**src/rtl/alu_seq_datapath_if.sv**
```systemverilog
// Signal bundle for alu_seq_datapath: operation request, direct register access and status.
// The master drives requests and register writes; the slave is the datapath.
interface alu_seq_datapath_if #(
  parameter int WIDTH = 32,
  parameter int ADDRW = 4
);
  logic             start;
  logic [3:0]       op;
  logic [ADDRW-1:0] ra;
  logic [ADDRW-1:0] rb;
  logic [ADDRW-1:0] rc;
  logic             ba_zero;
  logic             ext_we;
  logic [ADDRW-1:0] ext_waddr;
  logic [WIDTH-1:0] ext_wdata;
  logic [ADDRW-1:0] ext_raddr;
  logic [WIDTH-1:0] ext_rdata;
  logic             busy;
  logic             done;
  logic             err_op;
  logic [WIDTH-1:0] hi;
  logic [WIDTH-1:0] lo;
  logic [WIDTH-1:0] bus;
  logic             zflag;
  logic             nflag;

  modport master (
    output start, op, ra, rb, rc, ba_zero, ext_we, ext_waddr, ext_wdata, ext_raddr,
    input  ext_rdata, busy, done, err_op, hi, lo, bus, zflag, nflag
  );

  modport slave (
    input  start, op, ra, rb, rc, ba_zero, ext_we, ext_waddr, ext_wdata, ext_raddr,
    output ext_rdata, busy, done, err_op, hi, lo, bus, zflag, nflag
  );
endinterface

```
**src/rtl/alu_seq_datapath.sv**
```systemverilog
// Single-bus sequenced ALU datapath: register file, Y/Z latches, HI/LO and flags,
// walked through read-A, read-B/compute, write-back and finish phases.
//
// state | meaning
// IDLE  | accepts start and direct register writes; bus = 0
// TY    | bus = source A (or 0 in base-address mode), latched into Y
// TZ    | bus = source B, ALU result latched into Zlo/Zhi
// TWB   | bus = Zlo, written to destination with flags (and HI/LO for MUL)
// FIN   | done pulse (err_op for illegal ops); bus = 0
module alu_seq_datapath #(
  parameter int WIDTH = 32,
  parameter int NREGS = 16,
  parameter int ADDRW = 4
) (
  input logic clock,
  input logic clear,
  alu_seq_datapath_if.slave io
);
  typedef enum logic [2:0] {IDLE, TY, TZ, TWB, FIN} state_t;

  localparam logic [WIDTH-1:0] WIDTH_V = WIDTH'(WIDTH);
  localparam logic [3:0]       OP_MUL  = 4'd8;
  localparam logic [3:0]       OP_LAST = 4'd10;

  state_t             state;
  logic [3:0]         op_q;
  logic [ADDRW-1:0]   ra_q;
  logic [ADDRW-1:0]   rb_q;
  logic [ADDRW-1:0]   rc_q;
  logic               baz_q;
  logic [WIDTH-1:0]   regs [NREGS];
  logic [WIDTH-1:0]   y;
  logic [WIDTH-1:0]   zlo;
  logic [WIDTH-1:0]   zhi;
  logic [WIDTH-1:0]   hi_q;
  logic [WIDTH-1:0]   lo_q;
  logic               zflag_q;
  logic               nflag_q;
  logic               busy_q;
  logic               done_q;
  logic               err_q;

  logic [WIDTH-1:0]          bus_v;
  logic [WIDTH-1:0]          sh;
  logic [2*WIDTH-1:0]        dbl;
  logic [2*WIDTH-1:0]        rot_r;
  logic [2*WIDTH-1:0]        rot_l;
  logic signed [2*WIDTH-1:0] prod;
  logic [WIDTH-1:0]          alu_lo;
  logic [WIDTH-1:0]          alu_hi;
  logic                      op_legal;

  assign op_legal = (op_q <= OP_LAST);

  always_comb begin
    bus_v = '0;
    case (state)
      TY:      bus_v = (baz_q && ra_q == '0) ? '0 : regs[ra_q];
      TZ:      bus_v = regs[rb_q];
      TWB:     bus_v = zlo;
      default: bus_v = '0;
    endcase
  end

  // Rotates take one half of the doubled operand shifted by the amount.
  always_comb begin
    sh     = bus_v % WIDTH_V;
    dbl    = {y, y};
    rot_r  = dbl >> sh;
    rot_l  = dbl << sh;
    prod   = $signed({{WIDTH{y[WIDTH-1]}}, y}) * $signed({{WIDTH{bus_v[WIDTH-1]}}, bus_v});
    alu_lo = '0;
    alu_hi = '0;
    case (op_q)
      4'd0:    alu_lo = y + bus_v;
      4'd1:    alu_lo = y - bus_v;
      4'd2:    alu_lo = y & bus_v;
      4'd3:    alu_lo = y | bus_v;
      4'd4:    alu_lo = y >> sh;
      4'd5:    alu_lo = y << sh;
      4'd6:    alu_lo = rot_r[WIDTH-1:0];
      4'd7:    alu_lo = rot_l[2*WIDTH-1:WIDTH];
      4'd8:    {alu_hi, alu_lo} = prod;
      4'd9:    alu_lo = '0 - bus_v;
      4'd10:   alu_lo = ~bus_v;
      default: alu_lo = '0;
    endcase
  end

  always_ff @(posedge clock) begin
    if (clear) begin
      state   <= IDLE;
      op_q    <= '0;
      ra_q    <= '0;
      rb_q    <= '0;
      rc_q    <= '0;
      baz_q   <= 1'b0;
      y       <= '0;
      zlo     <= '0;
      zhi     <= '0;
      hi_q    <= '0;
      lo_q    <= '0;
      zflag_q <= 1'b0;
      nflag_q <= 1'b0;
      busy_q  <= 1'b0;
      done_q  <= 1'b0;
      err_q   <= 1'b0;
      for (int i = 0; i < NREGS; i++) regs[i] <= '0;
    end else begin
      case (state)
        IDLE: begin
          if (io.ext_we) regs[io.ext_waddr] <= io.ext_wdata;
          if (io.start) begin
            op_q   <= io.op;
            ra_q   <= io.ra;
            rb_q   <= io.rb;
            rc_q   <= io.rc;
            baz_q  <= io.ba_zero;
            busy_q <= 1'b1;
            state  <= TY;
          end
        end
        TY: begin
          y     <= bus_v;
          state <= TZ;
        end
        TZ: begin
          zlo   <= alu_lo;
          zhi   <= alu_hi;
          state <= TWB;
        end
        TWB: begin
          if (op_legal) begin
            regs[rc_q] <= bus_v;
            zflag_q    <= (zlo == '0);
            nflag_q    <= zlo[WIDTH-1];
            if (op_q == OP_MUL) begin
              hi_q <= zhi;
              lo_q <= zlo;
            end
          end
          done_q <= 1'b1;
          err_q  <= ~op_legal;
          state  <= FIN;
        end
        FIN: begin
          done_q <= 1'b0;
          err_q  <= 1'b0;
          busy_q <= 1'b0;
          state  <= IDLE;
        end
        default: state <= IDLE;
      endcase
    end
  end

  assign io.ext_rdata = regs[io.ext_raddr];
  assign io.busy      = busy_q;
  assign io.done      = done_q;
  assign io.err_op    = err_q;
  assign io.hi        = hi_q;
  assign io.lo        = lo_q;
  assign io.bus       = bus_v;
  assign io.zflag     = zflag_q;
  assign io.nflag     = nflag_q;
endmodule

```
**src/flat_wrapper.sv**
```systemverilog
// flat-port wrapper written by rule: the top's interface ports become plain ports
module alu_seq_datapath_flat 
#(
  parameter int WIDTH = 32,
  parameter int NREGS = 16,
  parameter int ADDRW = 4
)
  (clock, clear, io_start, io_op, io_ra, io_rb, io_rc, io_ba_zero, io_ext_we, io_ext_waddr, io_ext_wdata, io_ext_raddr, io_ext_rdata, io_busy, io_done, io_err_op, io_hi, io_lo, io_bus, io_zflag, io_nflag);
  alu_seq_datapath_if #(.WIDTH(WIDTH), .ADDRW(ADDRW)) io_i ();
  input logic clock;
  input logic clear;
  input wire logic [$bits(io_i.start)-1:0] io_start;
  input wire logic [$bits(io_i.op)-1:0] io_op;
  input wire logic [$bits(io_i.ra)-1:0] io_ra;
  input wire logic [$bits(io_i.rb)-1:0] io_rb;
  input wire logic [$bits(io_i.rc)-1:0] io_rc;
  input wire logic [$bits(io_i.ba_zero)-1:0] io_ba_zero;
  input wire logic [$bits(io_i.ext_we)-1:0] io_ext_we;
  input wire logic [$bits(io_i.ext_waddr)-1:0] io_ext_waddr;
  input wire logic [$bits(io_i.ext_wdata)-1:0] io_ext_wdata;
  input wire logic [$bits(io_i.ext_raddr)-1:0] io_ext_raddr;
  output wire logic [$bits(io_i.ext_rdata)-1:0] io_ext_rdata;
  output wire logic [$bits(io_i.busy)-1:0] io_busy;
  output wire logic [$bits(io_i.done)-1:0] io_done;
  output wire logic [$bits(io_i.err_op)-1:0] io_err_op;
  output wire logic [$bits(io_i.hi)-1:0] io_hi;
  output wire logic [$bits(io_i.lo)-1:0] io_lo;
  output wire logic [$bits(io_i.bus)-1:0] io_bus;
  output wire logic [$bits(io_i.zflag)-1:0] io_zflag;
  output wire logic [$bits(io_i.nflag)-1:0] io_nflag;
  assign io_i.start = io_start;
  assign io_i.op = io_op;
  assign io_i.ra = io_ra;
  assign io_i.rb = io_rb;
  assign io_i.rc = io_rc;
  assign io_i.ba_zero = io_ba_zero;
  assign io_i.ext_we = io_ext_we;
  assign io_i.ext_waddr = io_ext_waddr;
  assign io_i.ext_wdata = io_ext_wdata;
  assign io_i.ext_raddr = io_ext_raddr;
  assign io_ext_rdata = io_i.ext_rdata;
  assign io_busy = io_i.busy;
  assign io_done = io_i.done;
  assign io_err_op = io_i.err_op;
  assign io_hi = io_i.hi;
  assign io_lo = io_i.lo;
  assign io_bus = io_i.bus;
  assign io_zflag = io_i.zflag;
  assign io_nflag = io_i.nflag;
  alu_seq_datapath #(.WIDTH(WIDTH), .NREGS(NREGS), .ADDRW(ADDRW)) u_core (.clock(clock), .clear(clear), .io(io_i));
endmodule
```
**config.mk**
```make
export PLATFORM = sky130hd
export DESIGN_NAME = alu_seq_datapath_flat
export DESIGN_NICKNAME = d
export VERILOG_FILES = /design/src/rtl/alu_seq_datapath_if.sv /design/src/rtl/alu_seq_datapath.sv /design/src/flat_wrapper.sv
export SDC_FILE = /design/constraint.sdc
export NUM_CORES = 2
export LEC_CHECK = 0
export BUFFER_PORTS_ARGS = -buffer_cell sky130_fd_sc_hd__clkbuf_2
export CAP_MARGIN = 10
export CORE_ASPECT_RATIO = 0.9
export CORE_MARGIN = 5
export CORE_UTILIZATION = 56
export DETAILED_ROUTE_END_ITERATION = 12
export PLACE_DENSITY = 0.78
export SKIP_CTS_REPAIR_TIMING = 1
export SLEW_MARGIN = 20
export SYNTH_ARGS = -nofsm -noshare
export SYNTH_HDL_FRONTEND = slang
export SYNTH_SLANG_ARGS = --single-unit
```
**constraint.sdc**
```tcl
create_clock -name clock -period 9.5 [get_ports clock]
set_input_delay 2.375 -clock clock [delete_from_list [all_inputs] [get_ports clock]]
set_output_delay 2.375 -clock clock [all_outputs]
set_load 0.05 [all_outputs]
```
==> results.sh <==
export IMPL_clock_sinks=705
export IMPL_core_mm2=0.1443
export IMPL_dp_hpwl_mm=279.5
export IMPL_setup_ws_ns=-0.3666
export IMPL_grt_pass1_vias=75260
export IMPL_fmax_mhz=101.4
export IMPL_period_minus_slack_ns=9.867
export IMPL_numCtsBuffers=74
export IMPL_syn_num_nets=9611
export IMPL_hold_viol_final=0
export IMPL_yosysUniqueCellTypes=88
export IMPL_via_count=75390
export IMPL_syn_inst=8185
export IMPL_nets=10300
export IMPL_cts_clk_slew_worst_paths_ns=0.06
export IMPL_grt_setup_unrepaired="true"
export IMPL_clock_latency_ns=0.73
export IMPL_synth_edf_count=512
export IMPL_avgSynthCellArea_um2=9.963
export IMPL_grt_overflow_total=0
export IMPL_synthArstFlopShare_pct=0
export IMPL_syn_area_mm2=0.08155
export IMPL_synth_area_top_cells="fa_1 27%, edfxtp_1 19%, mux4_2 13%"
export IMPL_hold_class="flip-flop to flip-flop"
export IMPL_synth_top_family_by_area="adder cells"
export IMPL_wl_mm=382.1
export IMPL_rows=132
export IMPL_drc=3
export IMPL_synthAdderAreaFrac_pct=30.92
export IMPL_period_share_pct=103.9
export IMPL_start_util_pct=56.49
export IMPL_synth_top_cell_area_share_pct=26.61
export IMPL_status="finished with violations"
export IMPL_arrival_ns=10.43
export IMPL_dieWidth_um=412.2
export IMPL_relSlewSlack_pct=13.18
export IMPL_synth_most_common_cell="nor2_1"
export IMPL_vias_per_cell=6.925
export IMPL_fin_worst_skew_ns=0.06489
export IMPL_finalNonFillerCells=10890
export IMPL_drv_slew=0
export IMPL_synthFlopType="edfxtp_1"
export IMPL_grt_total_usage_pct=48.58
export IMPL_p_per_area_mw_per_mm2=130.9
export IMPL_wl_per_cell_um=35.10
export IMPL_slowest_delay_ns=0.59
export IMPL_fillCellCount=10850
export IMPL_cap_violations=0
export IMPL_grt_max_degree=73
export IMPL_worstSetupEndpointType="flip-flop"
export IMPL_leakage_uw=0.04196
export IMPL_yosys_area_top_type="fa_1"
export IMPL_synth_simple_area_share_pct=12.66
export IMPL_synth_xor_area_share_pct=1.300
export IMPL_setup_violations_final=24
export IMPL_peakVddDrop_mv=0.1523
export IMPL_htreeDepth=3
export IMPL_cts_root_buf="clkbuf_16"
export IMPL_violations="design-rule violations, negative setup slack"
export IMPL_dp_cells=10620
export IMPL_cp_max_fo=10
export IMPL_path_class="flip-flop to flip-flop"
export IMPL_synth_compound_area_share_pct=8.048
export IMPL_die_area_mm2=0.1534
export IMPL_antenna_found_initial=19
export IMPL_fin_util_pct=66.58
export IMPL_cts_buffer_depth=3
export IMPL_ioPinCount=194
export IMPL_ys_warn_count=0
export IMPL_yosysSeqAreaShare_pct=23.59
export IMPL_place_gp_congestion=1.077
export IMPL_fp_dieH_um=372.0
export IMPL_ys_ff_latch=705
export IMPL_cts_tree="yes"
export IMPL_synth_common_cells="1,352 x nor2_1, 1,111 x inv_1, 1,084 x fa_1"
export IMPL_slowest_stage="fa_1"
export IMPL_crit_required_ns=10.06
export IMPL_crit_top_cell="fa_1"
export IMPL_dp_slack_ns=-0.9748
export IMPL_cp_start_kind="flip-flop"
export IMPL_antenna_left=0
export IMPL_dr_pass1_iters=13
export IMPL_worst_slew_pin_slew_ns=1.300
export IMPL_synth_area_mux_share_pct=15.21
export IMPL_drt_iter0_drc=13230
export IMPL_syn_to_final_growth_pct=17.86
export IMPL_port_buffers=193
export IMPL_drive_above_1_share_pct=24.42
export IMPL_grt_first_pass_wirelength_mm=529.8
-- critical path: cells and delay by family (launching register included) --
kind	cells	cell delay, ns
flip-flops	1	0.43
buffers and inverters	10	1.23
AND/OR/NAND/NOR	4	0.42
multiplexers	2	1.12
adder cells (fa/ha/maj)	9	4.42
XOR/XNOR	1	0.24
AO/OA/AOI/OAI	9	1.80
-- report_power, final --
part           internal [µW]  total (µW)  leakage [µW]  switching (µW)
combinational           2160        5880        0.0339            3710
sequential              3420        3550       0.00686             137
clock                   1710        3150       0.00122            1440
total                   7290       12600        0.0420            5290
-- area by class of cell --
type,count,area (µm²),area share [%]
well taps,1943,2431,2.530
diodes,14,35.03,0.03645
clock inverters,40,481.7,0.5012
repair buffers,1208,10220,10.64
multi-input cells,5748,57330,59.65
flip-flops and latches,705,19260,20.04
clock buffers,96,2037,2.119
inverters,1133,4313,4.488
-- worst paths after layout --
kind         slack [ns]               end  cells after the start             start
max reg2reg       -0.37    u_core.zhi[25]                     35         flip-flop
min                0.46  u_core.io.hi[25]                      2  u_core.io.hi[25]
max               -0.37    u_core.zhi[25]                     35         flip-flop
min reg2reg        0.46  u_core.io.hi[25]                      2  u_core.io.hi[25]
-- cell families after synthesis --
family | Yosys count
compound gates | 1012
fa+ha+maj | 1365
flops | 705
simple gates | 2583
mux | 667
xor+xnor | 121
buf+inv | 1732
-- cells in the final DEF (no fill, tap or decap), types with 43 or more instances in the layout --
master / n
xnor2_1: 69
edfxtp_1: 512
dfxtp_1: 185
clkbuf_16: 91
buf_4: 862
clkbuf_2: 189
buf_6: 43
mux4_2: 455
nor2_1: 1340
inv_1: 1071
o21ai_0: 141
a221oi_1: 43
nand3_1: 54
a21oi_1: 302
ha_1: 257
a21o_1: 71
nand2_1: 884
mux2i_1: 172
fa_1: 1055
buf_12: 75
-- layer usage --
metal	global-route usage (%)	wire length (µm)	vias up
li1	-	-	28580
met1	64.25	130900	37150
met2	65.19	147700	7591
met3	21.97	69890	2040
met4	29.50	33040	26
met5	1.756	643	-
-- state kept, by name (all words and copies together), names as in the netlist, named ones only --
signal            flops
u_core.io.zflag       1
u_core.io.nflag       1
u_core.io.busy        1
u_core.io.err_op      1
u_core.zhi           32
u_core.op_q           4
u_core.state          3
u_core.ra_q           4
u_core.io.lo         32
u_core.regs         512
u_core.io.hi         32
u_core.y             32
u_core.io.done        1
u_core.baz_q          1
u_core.zlo           32
u_core.rb_q           4
u_core.rc_q           4
-- stage by stage --
| stage | power (µW) | hold WS (ns) | instance area, µm² | TNS, ns |
|---|---|---|---|---|
| floorplan | 6412 | 0.4249 | 81840 | -0.07563 |
| global route | 12830 | 0.4733 | 96070 | -9.600 |
| detailed placement | 8791 | 0.4450 | 90440 | -23.01 |
| CTS | 11880 | 0.4544 | 92960 | -25.28 |
| global placement | 8727 | 0.4418 | 90410 | -16.03 |
| finish | 12580 | 0.4573 | 96110 | -4.256 |
(Power assumes the default switching activity.)
